File: config.mk
export PLATFORM = sky130hd
export DESIGN_NAME = detector_jogada
export DESIGN_NICKNAME = d
export VERILOG_FILES = /design/src/rtl/detector_jogada.sv
export SDC_FILE = /design/constraint.sdc
export NUM_CORES = 1
export LEC_CHECK = 0
export CORE_ASPECT_RATIO = 0.5
export CORE_MARGIN = 8
export CORE_UTILIZATION = 54
export DETAILED_ROUTE_END_ITERATION = 10
export PLACE_DENSITY = 0.76
export RECOVER_POWER = 25
export SYNTH_ARGS = -nofsm -noshare
export SYNTH_HDL_FRONTEND = slang
export SYNTH_SLANG_ARGS = --single-unit
File: constraint.sdc
create_clock -name clock -period 2.76 [get_ports clock]
set_input_delay 0.552 -clock clock [delete_from_list [all_inputs] [get_ports clock]]
set_output_delay 0.552 -clock clock [all_outputs]
set_load 0.03 [all_outputs]
File: src/rtl/detector_jogada.sv
// detector_jogada: conditions four raw push-buttons into one clean play.
// Two-flop synchronizer, stability-counter debounce, then a Moore FSM that
// captures a one-hot code on press and pulses jogada_feita on release
// (or jogada_invalida when the press had several buttons down).
module detector_jogada #(
  parameter int DEBOUNCE_CYCLES = 50000,
  parameter int CNT_W           = 16
) (
  input  logic       clock,
  input  logic       reset,
  input  logic       habilita,
  input  logic [3:0] botoes,
  output logic [3:0] jogada,
  output logic       jogada_feita,
  output logic       jogada_invalida,
  output logic [3:0] db_botoes,
  output logic [3:0] db_estado
);

  localparam logic [2:0] OCIOSO        = 3'd0;
  localparam logic [2:0] ESPERA_LIVRE  = 3'd1;
  localparam logic [2:0] ESPERA_APERTO = 3'd2;
  localparam logic [2:0] REGISTRA      = 3'd3;
  localparam logic [2:0] ESPERA_SOLTA  = 3'd4;
  localparam logic [2:0] EMITE         = 3'd5;
  localparam logic [2:0] INVALIDA      = 3'd6;

  localparam logic [CNT_W-1:0] CNT_MAX = CNT_W'(DEBOUNCE_CYCLES - 1);

  logic [3:0]       sync1_q, sync2_q;
  logic [3:0]       cand_q;
  logic [CNT_W-1:0] cnt_q;
  logic [3:0]       db_q;
  logic [2:0]       state_q, state_d;
  logic [3:0]       jogada_q, jogada_d;
  logic             inv_q, inv_d;
  logic             onehot;

  // Synchronize, then accept a new vector only after it held CNT_MAX+1 samples
  always_ff @(posedge clock or posedge reset) begin
    if (reset) begin
      sync1_q <= 4'b0;
      sync2_q <= 4'b0;
      cand_q  <= 4'b0;
      cnt_q   <= '0;
      db_q    <= 4'b0;
    end else begin
      sync1_q <= botoes;
      sync2_q <= sync1_q;
      if (sync2_q != cand_q) begin
        cand_q <= sync2_q;
        cnt_q  <= '0;
      end else if (cnt_q != CNT_MAX) begin
        cnt_q <= cnt_q + CNT_W'(1);
      end else begin
        db_q <= cand_q;
      end
    end
  end

  // A code is a legal play only if exactly one button is down
  assign onehot = (db_q != 4'b0) && ((db_q & (db_q - 4'd1)) == 4'b0);

  // Next-state logic; dropping habilita aborts any play in progress silently
  always_comb begin
    state_d  = state_q;
    jogada_d = jogada_q;
    inv_d    = inv_q;
    if (state_q != OCIOSO && !habilita) begin
      state_d = OCIOSO;
    end else begin
      case (state_q)
        OCIOSO:        if (habilita) state_d = (db_q == 4'b0) ? ESPERA_APERTO : ESPERA_LIVRE;
        ESPERA_LIVRE:  if (db_q == 4'b0) state_d = ESPERA_APERTO;
        ESPERA_APERTO: if (db_q != 4'b0) state_d = REGISTRA;
        REGISTRA: begin
          if (onehot) begin
            jogada_d = db_q;
            inv_d    = 1'b0;
          end else begin
            inv_d    = 1'b1;
          end
          state_d = ESPERA_SOLTA;
        end
        ESPERA_SOLTA:  if (db_q == 4'b0) state_d = inv_q ? INVALIDA : EMITE;
        EMITE,
        INVALIDA:      state_d = ESPERA_APERTO;
        default:       state_d = OCIOSO;
      endcase
    end
  end

  // FSM and captured-play registers
  always_ff @(posedge clock or posedge reset) begin
    if (reset) begin
      state_q  <= OCIOSO;
      jogada_q <= 4'b0;
      inv_q    <= 1'b0;
    end else begin
      state_q  <= state_d;
      jogada_q <= jogada_d;
      inv_q    <= inv_d;
    end
  end

  assign jogada          = jogada_q;
  assign jogada_feita    = (state_q == EMITE);
  assign jogada_invalida = (state_q == INVALIDA);
  assign db_botoes       = db_q;
  assign db_estado       = {1'b0, state_q};

endmodule

==> qor.yml <==
use_met3: 0.0500
power_density_nw_per_um2: 543
worstSetupStartpointType: "flop"
grt_pass1_vias: 1249
synth_area_sq_um: 1770
syn_inst: 158
start_util: 0.577
nets: 185
dieArea_sq_um: 5470
portBuffers: 19
pre_cts_ws_ns: 0.596
insertedDiodeCount: 0
end_kind: "output pin"
clk_path_buf_depth: 2
min_period_ns: 2.29
fmax_mhz: 437
synth_top_cell_by_area: "dfrtp_1"
required_ns: 2.21
overflow: 0
ctsResizeCount: 0
coreArea_sq_um: 3070
hp-class: "reg2reg"
track_usage: 0.124
period_share: 0.829
clockRootBuffer: "clkbuf_8"
antenna_found_initial: 0
syn_to_final_growth_pct: 18.4
synthDistinctLibCells: 36
drc_errors: 0
maxCapViolations: 0
synth_most_common_cell: "dfrtp_1"
synth_edf_count: 0
slew_violations: 0
post_drt_wl_per_cell_um: 14.2
drt_wl_total_mm: 3.10
rsz0062_at_grt: "no"
fin_tns_setup_ns: 0
drive_gt1_frac: 0.112
syn-num-nets: 166
ys_seq_area_frac: 0.566
grt_max_degree: 41
hold_ws_ns: 0.344
grt_first_pass_wirelength_mm: 5.60
grt.busiest_layer: "met2"
die_x_um: 96.9
cts_tree: "done"
hold_buffers: 0
gp_congestion: 0.846
synth_area_per_cell_sq_um: 11.2
ir_worst_vdd_v: 0.000439
ioPinCount: 21
synth_ff_type: "dfrtp_1"
avgViaCountPerCell: 5.51
numCtsBuffers: 5
slew_headroom: 0.360
p_leak_nw: 0.883
h-tree-depth: 2
yosysTopAreaCellShare: 0.566
worst_pin_slew_ns: 0.961
use_met1: 0.137
synthTopCellsByCount: "dfrtp_1 (40), nor2_1 (15), xnor2_1 (12), nand2_1 (9), inv_1 (7)"
dieHeight_um: 56.5
setup_viol: 0
vias: 1202
cts_setup_buffers: 0
hpwl_mm: 2.19
numClockSinks: 40
ys_ff_latch: 40
drtIter0Drc: 60
hold_violations: 0
setup_ws_ns: 0.472
cp_max_fo: 6
postSynth.asyncResetShare: 1.00
use_met2: 0.210
yosys_warnings: 0
cts.clk_slew.worst_paths_ns: 0.08
synth.area.top_cells: "dfrtp_1 (57%), xnor2_1 (5.9%), mux2_2 (3.2%), nor2_1 (3.2%), mux2_1 (2.5%)"
core.rowCount: 14
critical_path_class: "reg2out"
finalPower_mw: 1.14
status: "finished clean"
antenna_left: 0
final.setup_skew_ns: 0.00951
finish.utilization: 0.683
clk_latency_ns: 0.29
cp.arrival_ns: 1.74
drt_first_pass_iters: 4
-- area by class of cell --
cell class	instances	area, sq um
Tap cell	40	50.0
Clock inverter	2	38.8
Clock buffer	6	82.6
Fill cell	209	972
Multi-Input combinational cell	103	699
Inverter	7	26.3
Sequential cell	40	1000
Timing Repair Buffer	20	195
-- placed cells by master, fill, tap and decap left out, drive strengths merged, types with 4 or more instances in the layout --
master	netlist	routed
clkdlybuf4s50	0	14
nand3	6	6
mux2	9	9
o21ai	5	5
or3	4	4
xnor2	12	12
inv	7	7
nor2	16	16
clkbuf	6	7
nor4	4	4
a21oi	6	6
dlygate4sd3	0	5
nor3	4	4
nand2	9	9
nand4	5	5
dfrtp	40	40
-- per-layer routing --
metal	share of wire	vias up
li1	-	579
met1	0.47	590
met2	0.47	29
met3	0.056	4
met4	0.0087	0
met5	0	-
-- registers in the layout, indices dropped and copies added, names as in the netlist --
register / flops
cnt_q: 16
cand_q: 4
db_botoes: 4
jogada: 4
sync1_q: 4
sync2_q: 4
state_q: 3
inv_q: 1
-- power by group --
part | switching [mW] | internal [mW] | total (mW)
Clock | 0.198 | 0.296 | 0.493
Combinational | 0.0253 | 0.0142 | 0.0395
Sequential | 0.00767 | 0.596 | 0.604
Total | 0.231 | 0.906 | 1.14
-- worst paths after layout --
path,endpoint,slack [ns],depth (start not counted),from
worst max-delay path,jogada_feita,0.47,3,state_q[2]$_DFFE_PP0P_
worst min-delay path,sync2_q[2]$_DFF_PP0_,0.34,0,sync1_q[2]$_DFF_PP0_
worst max register to register,db_botoes[1]$_DFFE_PP0P_,0.58,4,cnt_q[10]$_DFFE_PP0N_
worst min register to register,sync2_q[2]$_DFF_PP0_,0.34,0,sync1_q[2]$_DFF_PP0_
max in group asynchronous,cnt_q[13]$_DFFE_PP0N_,1.16,3,reset
min in group asynchronous,jogada[2]$_DFFE_PP0P_,1.00,3,reset
-- per-stage QoR --
| step | cell area, sq um | instances |
|---|---|---|
| floorplan | 1770 | 158 |
| global placement | 1970 | 210 |
| detailed placement | 1970 | 210 |
| CTS | 2100 | 218 |
| global route | 2090 | 218 |
| finish | 2090 | 218 |
-- kinds of logic after synthesis --
logic type,count (synthesis),share of synthesized area
AND/OR/NAND/NOR,59,0.191
adder cells (fa/ha/maj),1,0.00708
AO/OA/AOI/OAI,18,0.0630
multiplexers,10,0.0630
other,1,0.00212
flip-flops,40,0.566
buffers and inverters,15,0.0382
XOR/XNOR,14,0.0694
-- worst max-delay path, stage by stage (launching register included) --
cell and delay (ns):
dfrtp_1 0.42, inv_1 0.11, nor3b_1 0.22, clkdlybuf4s50_1 0.70
No activity file was read; power rests on OpenSTA's default activity.
